$ cat src/rtl/add.sv
// -----------------------------------------------------------------------------
// add -- registered two-operand integer adder with valid/ready handshakes.
//
// Purpose
//   Functional unit for HLS-generated datapaths. Takes one operand pair per
//   cycle. One cycle later it returns the sum together with a carry-out flag
//   and an overflow flag. The output side honours backpressure, so the unit
//   can sit between stalling pipeline stages without losing or duplicating
//   results.
//
// Parameters
//   WIDTH   operand/result width in bits (>= 2)
//   SIGNED  1: two's-complement overflow rule; 0: unsigned (ovf mirrors cout)
//
// Ports
//   clk        in   1      clock, rising edge
//   rst        in   1      asynchronous reset, active-low (0 = reset)
//   in_valid   in   1      operand pair present
//   in_ready   out  1      unit can accept an operand pair this cycle
//   in0        in   WIDTH  operand A
//   in1        in   WIDTH  operand B
//   cin        in   1      carry-in, LSB weight 1
//   out_valid  out  1      result register holds an unconsumed result
//   out_ready  in   1      consumer takes the result this cycle
//   out        out  WIDTH  sum (wrapped, or clamped when saturation is built in)
//   cout       out  1      carry out of the MSB
//   ovf        out  1      overflow flag
//
// Build options
//   ADD_SATURATE_EN  When defined, a result whose ovf would be 1 is clamped:
//                    signed  -> 0111..1 (positive) / 1000..0 (negative)
//                    unsigned-> all ones
//                    cout and ovf still report the unclamped condition.
//                    When undefined, out always wraps and no clamp logic exists.
// -----------------------------------------------------------------------------
module add #(
  parameter int WIDTH  = 32,
  parameter bit SIGNED = 1'b1
) (
  input  logic             clk,
  input  logic             rst,
  input  logic             in_valid,
  output logic             in_ready,
  input  logic [WIDTH-1:0] in0,
  input  logic [WIDTH-1:0] in1,
  input  logic             cin,
  output logic             out_valid,
  input  logic             out_ready,
  output logic [WIDTH-1:0] out,
  output logic             cout,
  output logic             ovf
);

  // Full-precision sum: one extra bit holds the carry out of the MSB.
  function automatic logic [WIDTH:0] full_sum(
    input logic [WIDTH-1:0] a,
    input logic [WIDTH-1:0] b,
    input logic             c
  );
    return {1'b0, a} + {1'b0, b} + {{WIDTH{1'b0}}, c};
  endfunction

  // Overflow: signed mode flags a sign flip when both operands share a sign;
  // unsigned mode treats a carry out of the MSB as the overflow.
  function automatic logic ovf_flag(
    input logic [WIDTH-1:0] a,
    input logic [WIDTH-1:0] b,
    input logic [WIDTH-1:0] s,
    input logic             carry
  );
    logic flag;
    if (SIGNED) begin
      flag = (a[WIDTH-1] == b[WIDTH-1]) && (s[WIDTH-1] != a[WIDTH-1]);
    end else begin
      flag = carry;
    end
    return flag;
  endfunction

`ifdef ADD_SATURATE_EN
  // Clamp value for an overflowing result. In signed mode, both operands share
  // a sign whenever ovf is set, so operand A's sign picks the rail.
  function automatic logic [WIDTH-1:0] sat_value(input logic neg);
    logic [WIDTH-1:0] v;
    if (SIGNED) begin
      if (neg) begin
        v = {1'b1, {(WIDTH-1){1'b0}}};
      end else begin
        v = {1'b0, {(WIDTH-1){1'b1}}};
      end
    end else begin
      v = {WIDTH{1'b1}};
    end
    return v;
  endfunction
`endif

  logic [WIDTH:0]   full_s;
  logic [WIDTH-1:0] res_s;
  logic             cout_s;
  logic             ovf_s;
  logic             in_ready_s;
  logic             accept_s;
  logic             drain_s;

  logic [WIDTH-1:0] out_r;
  logic             cout_r;
  logic             ovf_r;
  logic             out_valid_r;

  // Space exists when the result register is empty or is being consumed now.
  // This is what lets a drain and an accept share one cycle with no bubble.
  assign in_ready_s = !out_valid_r || out_ready;
  assign accept_s   = in_valid && in_ready_s;
  assign drain_s    = out_valid_r && out_ready;

  // Next-result datapath: sum, flags and the optional clamp.
  always_comb begin
    full_s = full_sum(in0, in1, cin);
    cout_s = full_s[WIDTH];
    ovf_s  = ovf_flag(in0, in1, full_s[WIDTH-1:0], cout_s);
`ifdef ADD_SATURATE_EN
    if (ovf_s) begin
      res_s = sat_value(in0[WIDTH-1]);
    end else begin
      res_s = full_s[WIDTH-1:0];
    end
`else
    res_s = full_s[WIDTH-1:0];
`endif
  end

  // Result register. The data fields load only on accept, so idle or garbage
  // operands never reach the outputs. A drain clears only the valid flag.
  always_ff @(posedge clk or negedge rst) begin
    if (!rst) begin
      out_valid_r <= 1'b0;
      out_r       <= {WIDTH{1'b0}};
      cout_r      <= 1'b0;
      ovf_r       <= 1'b0;
    end else begin
      if (accept_s) begin
        out_r       <= res_s;
        cout_r      <= cout_s;
        ovf_r       <= ovf_s;
        out_valid_r <= 1'b1;
      end else if (drain_s) begin
        out_valid_r <= 1'b0;
      end else begin
        out_valid_r <= out_valid_r;
      end
    end
  end

  assign in_ready  = in_ready_s;
  assign out_valid = out_valid_r;
  assign out       = out_r;
  assign cout      = cout_r;
  assign ovf       = ovf_r;

endmodule

$ cat config.mk
export PLATFORM = sky130hd
export DESIGN_NAME = add
export DESIGN_NICKNAME = d
export VERILOG_FILES = /design/src/rtl/add.sv
export SDC_FILE = /design/constraint.sdc
export NUM_CORES = 1
export LEC_CHECK = 0
export BUFFER_PORTS_ARGS = -buffer_cell sky130_fd_sc_hd__buf_2
export CORE_MARGIN = 8
export CORE_UTILIZATION = 25
export DETAILED_ROUTE_END_ITERATION = 8
export HOLD_SLACK_MARGIN = 0.15
export PLACE_DENSITY = 0.56
export SYNTH_ARGS = -nofsm -noshare
export SYNTH_HDL_FRONTEND = slang
export SYNTH_SLANG_ARGS = --single-unit
$ cat constraint.sdc
create_clock -name clk -period 3.4 [get_ports clk]
set_input_delay 0.34 -clock clk [delete_from_list [all_inputs] [get_ports clk]]
set_output_delay 0.34 -clock clk [all_outputs]
set_load 0.02 [all_outputs]
==> impl_metrics.csv, run 1 <==
group,metric,value,unit
synthesis,synthXorXnorAreaFrac,4.60,%
final_layout,n_antenna_cell,0,
global_route,grt_pass1_vias,3689,
global_route,grt_overflow,0,
routing,wl_per_cell,16.9,um
routing,firstDrtPassIters,4,
global_route,grt_max_degree,54,
floorplan,rows,43,
clock_network,cts-buffers-inserted,5,
synthesis,yosys_warnings,0,
routing,vias,3616,
worst_setup_path,end_kind,"flip-flop",
synthesis,postSynthAreaPerCell,7.94,sq um
floorplan,start_util,25.1,%
timing,hold_viol,0,
timing,rsz0062_at_grt,"false",
clock_network,cts_htree_levels,2,
worst_setup_path,cp_slowest_cell,"fa_1",
final_layout,syn_to_final_growth,22.3,%
pwr,swShare,41.4,%
synthesis,ys_seq_area_share,25.5,%
placed_design,dp_hpwl,9.54,mm
run,maxCapViolCount,0,
timing,post-route-period-util,80.1,%
synthesis,syn-num-nets,534,
worst_setup_path,crit_fanout,3,
pwr,p_per_area,434,nW/um^2
pwr,p_int,1.07,mW
routing,drt_iter0_drc,294,
timing,fmaxAchievable,367,MHz
floorplan,fp.coreArea,13700,sq um
global_route,use_met3,2.30,%
global_route,grt_pass1_wl,19.1,mm
final_layout,stdcell_count,698,
synthesis,yosys_register_bits,35,
routing,drc_errors,0,
worst_setup_path,critPathMaxStageDelay,0.48,ns
floorplan,die_h,133,um
timing,finalSetupViolCount,0,
clock_network,post-cts-setup-buffers,0,
floorplan,die_area,17700,sq um
synthesis,synthTopCellsByArea,"dfrtp_1 (26%), ha_1 (11%), nand2_1 (6.6%), o21ai_0 (6.1%), a21oi_1 (4.5%)",
placed_design,finalWeightedCongestion,0.851,
synthesis,synth-async-reset-ratio,100,%
clock_network,cts-root-buf,"clkbuf_16",
worst_setup_path,worstPathArrival,2.90,ns
synthesis,synthAdderAreaFrac,12.5,%
placed_design,dp.cells,691,
timing,final.setup_skew,0.00397,ns
outcome,status,"completed",
pwr,seqPwrFrac,30.6,%
timing,maxSlewHeadroom,41.8,%
routing,via_per_inst,5.18,
synthesis,synthSimpleGateAreaFrac,21.7,%
synthesis,synth.most_common_cell,"nand2_1",
worst_setup_path,crit_path_start_kind,"input port",
final_layout,postLayoutCoreUtil,30.7,%
synthesis,post-synth-top-area-fraction,25.5,%
synthesis,synth_top_family_by_area,"compound AO/OA/AOI/OAI gates",
clock_network,cts.clk_slew.worst_paths,0.06,ns
clock_network,clk_path_buf_depth,2,
synthesis,synthTopCellsByCount,"nand2_1 (60), o21ai_0 (42), dfrtp_1 (35)",
pwr,power.leakage,1.91,nW
synthesis,synth_mux_area_share,0.620,%
timing,setup-tns-final,0,ns
global_route,met1_usage,15.4,%
synthesis,synth_top_cell_by_area,"dfrtp_1",
pwr,combPwrFrac,43.5,%
global_route,groute.layer.met2.usage,23.4,%
final_layout,drive_above_1_share,24.3,%
clock_network,hold_buffers,0,
global_route,antenna_found_initial,0,
worst_setup_path,cp_cell_sequence,"buf_2 > fa_1 > fa_1 > a21o_1 > a221o_2 > a32oi_1 > o211a_1 > nor4_1 > a311o_1",
floorplan,die_x,133,um
pwr,p_clk_share,25.9,%
final_layout,nNetsFinal,620,
synthesis,synth.distinct_cells,62,
clock_network,cts_tree,"done",
synthesis,synth_compound_area_share,30.2,%
clock_network,cts.sinks,35,
pwr,switching_power,754,uW
routing,ant_nets,0,
routing,routed_wl,11.8,mm
global_route,grt_use_total,13.0,%
clock_network,cts_resized,0,
placed_design,portBuffers,104,
timing,fin_crit,2.72,ns
worst_setup_path,required,3.58,ns
synthesis,syn_area,3430,sq um
synthesis,syn_inst,432,
pwr,p_total,1.82,mW
hold_path,hp-class,"input port to asynchronous set/reset pin",
synthesis,synth-edff-count,0,
global_route,grt_busiest_layer,"met2",
clock_network,clock_latency,0.29,ns
pwr,vdd.ir_drop.worst,0.166,mV
timing,worst_pin_slew,0.873,ns
synthesis,synth-main-ff-cell,"dfrtp_1",
timing,slew_violations,0,
worst_setup_path,crit_path_frequent_cell,"fa_1",
timing,hold_slack,0.157,ns
floorplan,pin_count,105,
worst_setup_path,crit_type,"input port to flip-flop",
## cell type report
cell class / count / area (sq um)
Fill cell: 1490 / 9470
Multi-Input combinational cell: 362 / 2390
Sequential cell: 35 / 876
Timing Repair Buffer: 105 / 528
Tap cell: 180 / 225
Clock buffer: 5 / 125
Inverter: 9 / 33.8
Clock inverter: 2 / 13.8
## cell usage in the layout (no fill, tap or decap), types with 7 or more instances in the layout
cell | synthesis | final
dfrtp_1 | 35 | 35
nand3_1 | 20 | 20
nor2_1 | 21 | 21
nand4_1 | 15 | 15
nand2_1 | 60 | 59
xnor2_1 | 12 | 12
o21ai_0 | 42 | 42
a211oi_1 | 7 | 7
a31oi_1 | 8 | 8
a21oi_1 | 31 | 31
inv_1 | 9 | 9
nor3_1 | 11 | 11
o21a_1 | 7 | 7
ha_1 | 31 | 31
buf_2 | 8 | 104
a21o_1 | 13 | 13
## worst max-delay path, delay by kind of cell
family | cells | cell delay, ns
compound gates | 5 | 1.47
fa+ha+maj | 2 | 0.91
buf+inv | 1 | 0.11
simple gates | 1 | 0.07
## power by group through the flow
| stage | clock [mW] | sequential (mW) | combinational (mW) |
|---|---|---|---|
| floorplan | 0 | 0.671 | 0.417 |
| global placement | 0 | 0.563 | 0.791 |
| detailed placement | 0 | 0.567 | 0.796 |
| CTS | 0.482 | 0.560 | 0.799 |
| global route | 0.495 | 0.569 | 0.874 |
| finish | 0.472 | 0.558 | 0.792 |
## stage by stage
| stage | instance area (sq um) | setup WS, ns |
|---|---|---|
| after CTS | 4190 | 0.671 |
| after floorplan | 3430 | 0.754 |
| final | 4190 | 0.677 |
| after global routing | 4190 | 0.548 |
| after detailed placement | 4060 | 0.373 |
| after global placement | 4060 | 0.427 |
## worst paths after layout
kind	slack [ns]	cells past startpoint	to	startpoint
max reg2reg	1.44	5	out[31]	out_valid
min reg2reg	0.47	2	out[12]	out[12]
max in group asynchronous	2.69	1	out[25]	rst
max	0.68	9	out[22]	in0[0]
min in group clk	0.29	2	out_valid	in_valid
min	0.16	1	out[6]	rst
## logic make-up (layout without fill, tap and decap cells)
family | Yosys count | in the layout
AO/OA/AOI/OAI | 155 | 155
adder cells (fa/ha/maj) | 33 | 33
AND/OR/NAND/NOR | 154 | 154
buffers and inverters | 35 | 121
XOR/XNOR | 18 | 18
flip-flops | 35 | 35
multiplexers | 2 | 2
## registers in the layout, summed over array words and instances, names as in the netlist
name / flops
out: 32
cout: 1
out_valid: 1
ovf: 1
## per-layer routing
metal	wire length, um	share of wire, %
met1	5180	44
met2	5910	50
met3	529	4.5
met4	178	1.5
met5	0	0
Power figures use the tool's default switching activity.
==> run 2, diff against run 1 <==
--- a/config.mk
+++ b/config.mk
@@ -5,12 +5,13 @@
 export SDC_FILE = /design/constraint.sdc
 export NUM_CORES = 1
 export LEC_CHECK = 0
+export ABC_AREA = 1
 export BUFFER_PORTS_ARGS = -buffer_cell sky130_fd_sc_hd__buf_2
 export CORE_MARGIN = 8
 export CORE_UTILIZATION = 25
 export DETAILED_ROUTE_END_ITERATION = 8
 export HOLD_SLACK_MARGIN = 0.15
-export PLACE_DENSITY = 0.56
+export PLACE_DENSITY = 0.57
 export SYNTH_ARGS = -nofsm -noshare
 export SYNTH_HDL_FRONTEND = slang
 export SYNTH_SLANG_ARGS = --single-unit
==> constraint.sdc (replaced) <==
create_clock -name clk -period 2.3 [get_ports clk]
set_input_delay 0.23 -clock clk [delete_from_list [all_inputs] [get_ports clk]]
set_output_delay 0.23 -clock clk [all_outputs]
set_load 0.02 [all_outputs]
==> run 2 against run 1 <==
Net effect:
- non-clock buffer count is 5 higher
- routed wire length is 4.1% higher
- area after synthesis is 11% higher
- register-to-register slack worse by 0.72 ns
- synthesized cell count is 50% higher
- sequential share of layout area is 2.5 points lower
- critical path type unchanged
- largest cell class unchanged
==> impl_metrics.csv, run 2 <==
group,metric,value,unit
clock_network,cts-root-buf,"clkbuf_16",
placed_design,portBuffers,104,
timing,setup-tns-final,0,ns
final_layout,drive_above_1_share,19.1,%
global_route,grt_pass1_wl,20.6,mm
clock_network,post-cts-setup-buffers,0,
final_layout,final_common_cell,"nand2_1",
timing,maxSlewHeadroom,45.6,%
synthesis,ys_seq_area_share,23.0,%
clock_network,cts_htree_levels,2,
final_layout,largest_reg_flops,32,
floorplan,die_h,139,um
floorplan,start_util,25.4,%
timing,post-route-period-util,82.6,%
worst_setup_path,cp_slowest_cell,"fa_1",
placed_design,finalWeightedCongestion,0.840,
final_layout,final_cell_mix,"nand2_1 (273), inv_1 (119), buf_2 (104)",
timing,hold_viol,0,
clock_network,cts.sinks,35,
worst_setup_path,worstPathArrival,2.12,ns
worst_setup_path,required,2.52,ns
floorplan,fp.coreArea,15000,sq um
clock_network,clock_latency,0.28,ns
clock_network,cts.clk_slew.worst_paths,0.06,ns
global_route,grt_use_total,12.9,%
routing,wl_per_cell,13.0,um
outcome,status,"completed",
synthesis,syn-num-nets,749,
pwr,p_total,2.82,mW
worst_setup_path,end_kind,"flip-flop",
timing,finalSetupViolCount,0,
pwr,power.leakage,2.86,nW
routing,vias,4064,
synthesis,synth-async-reset-ratio,100,%
global_route,grt_max_degree,48,
global_route,antenna_found_initial,0,
pwr,p_per_area,594,nW/um^2
timing,worst_pin_slew,0.816,ns
worst_setup_path,cp_cell_sequence,"buf_2 > fa_1 > fa_1 > nand3_1 > nand3_1 > nand2_1 > nand2_1 > nand2_1 > nand2_2 > nand2_1 > nand2_1 > nand2_1 > nand3_1 > nand2_1",
routing,firstDrtPassIters,5,
routing,routed_wl,12.3,mm
clock_network,cts_resized,0,
synthesis,syn_area,3810,sq um
synthesis,syn_inst,647,
synthesis,synthTopCellsByCount,"nand2_1 (273), inv_1 (119), nor2_1 (42)",
hold_path,hp-class,"input port to flip-flop",
routing,drc_errors,0,
timing,final.setup_skew,0.00554,ns
global_route,grt_overflow,0,
synthesis,yosys_warnings,0,
timing,fmaxAchievable,526,MHz
worst_setup_path,critPathMaxStageDelay,0.46,ns
clock_network,cts-buffers-inserted,5,
final_layout,n_fill_cell,1710,
final_layout,nNetsFinal,859,
synthesis,postSynthAreaPerCell,5.89,sq um
synthesis,synthTopCellsByArea,"nand2_1 (27%), dfrtp_1 (23%), inv_1 (12%), ha_1 (10%), nand3_1 (5.4%)",
worst_setup_path,crit_fanout,3,
synthesis,synth-edff-count,0,
timing,rsz0062_at_grt,"false",
floorplan,pin_count,105,
final_layout,syn_to_final_growth,24.7,%
clock_network,cts_tree,"done",
floorplan,rows,45,
placed_design,placed_area,4580,sq um
worst_setup_path,crit_path_start_kind,"input port",
synthesis,synth.distinct_cells,32,
synthesis,post-synth-top-area-fraction,26.9,%
routing,ant_nets,0,
floorplan,die_x,139,um
timing,fin_crit,1.90,ns
synthesis,synth_top_cell_by_area,"nand2_1",
floorplan,die_area,19500,sq um
synthesis,yosys_register_bits,35,
synthesis,synth.most_common_cell,"nand2_1",
synthesis,synth-main-ff-cell,"dfrtp_1",
run,maxCapViolCount,0,
final_layout,stdcell_area,4760,sq um
routing,drt_iter0_drc,208,
routing,via_per_inst,4.30,
worst_setup_path,crit_path_frequent_cell,"nand2_1",
final_layout,n_antenna_cell,0,
global_route,grt_pass1_vias,4126,
pwr,vdd.ir_drop.worst,0.290,mV
timing,slew_violations,0,
worst_setup_path,crit_type,"input port to flip-flop",
placed_design,dp_hpwl,10.6,mm
clock_network,clk_path_buf_depth,2,
-- run 2: cell count changes after synthesis, moves of 12 or more --
cell,delta
nand2_1,+213
inv_1,+110
o21ai_0,-33
nand3_1,+21
nor2_1,+21
a21o_1,-12
a21oi_1,-12
-- run 2: worst max-delay path: cells and delay by family --
family | cells | cell delay (ns)
adders and majority gates | 2 | 0.87
and+or+nand+nor | 11 | 0.91
buffers and inverters | 1 | 0.11
-- run 2: worst paths after layout --
check | startpoint | end | slack, ns | cells past startpoint
worst max-delay path | in0[0] | out[24] | 0.40 | 14
worst min-delay path | out_ready | out_valid | 0.22 | 4
worst max register to register | out_valid | out[27] | 0.72 | 5
worst min register to register | out[30] | out[30] | 0.47 | 2
max in group asynchronous | rst | cout | 1.20 | 2
min in group asynchronous | rst | out[2] | 0.57 | 2
-- run 2: layer usage --
metal | GRT usage, % | vias up | routed length [um]
met5 | 0 | - | 0
met2 | 19.8 | 113 | 5140
met3 | 1.81 | 11 | 586
met4 | 3.87 | 0 | 187
li1 | - | 2190 | -
met1 | 18.4 | 1750 | 6380
-- run 2: final cells by class --
type / instances / area, sq um / share of cell area [%]
multi-input cells: 483 / 2450 / 51.5
flip-flops and latches: 35 / 876 / 18.4
repair buffers: 110 / 568 / 11.9
inverters: 122 / 458 / 9.63
well taps: 188 / 235 / 4.95
clock buffers: 5 / 125 / 2.63
clock inverters: 3 / 43.8 / 0.921
-- run 2: metrics by stage --
| stage | setup WS (ns) | hold slack, ns | util (%) | instances |
|---|---|---|---|---|
| CTS | 0.384 | 0.219 | 31.6 | 946 |
| global route | 0.230 | 0.229 | 31.6 | 946 |
| detailed placement | 0.0768 | 0.381 | 30.4 | 937 |
| global placement | 0.114 | 0.379 | 30.4 | 937 |
| floorplan | 0.252 | -0.0656 | - | 647 |
| finish | 0.400 | 0.224 | 31.6 | 946 |
-- run 2: cells by family (layout without fill, tap and decap cells) --
group / Yosys count / after routing / share of synthesized area (%)
adder cells (fa/ha/maj): 33 / 33 / 11.2
buffers and inverters: 129 / 240 / 12.8
AND/OR/NAND/NOR: 399 / 399 / 44.3
flip-flops: 35 / 35 / 23.0
AO/OA/AOI/OAI: 39 / 39 / 6.01
XOR/XNOR: 12 / 12 / 2.76
-- run 2: what timing repair did --
| item | CTS | global route |
|---|---|---|
| endpoints found under the hold margin | 35 | 0 |
| setup endpoints to repair | 0 | 0 |
| hold buffers | 1 | 0 |
-- run 2: power by group --
group	switching [mW]	internal, mW
Clock	0.272	0.511
Combinational	0.805	0.425
Sequential	0.0648	0.747
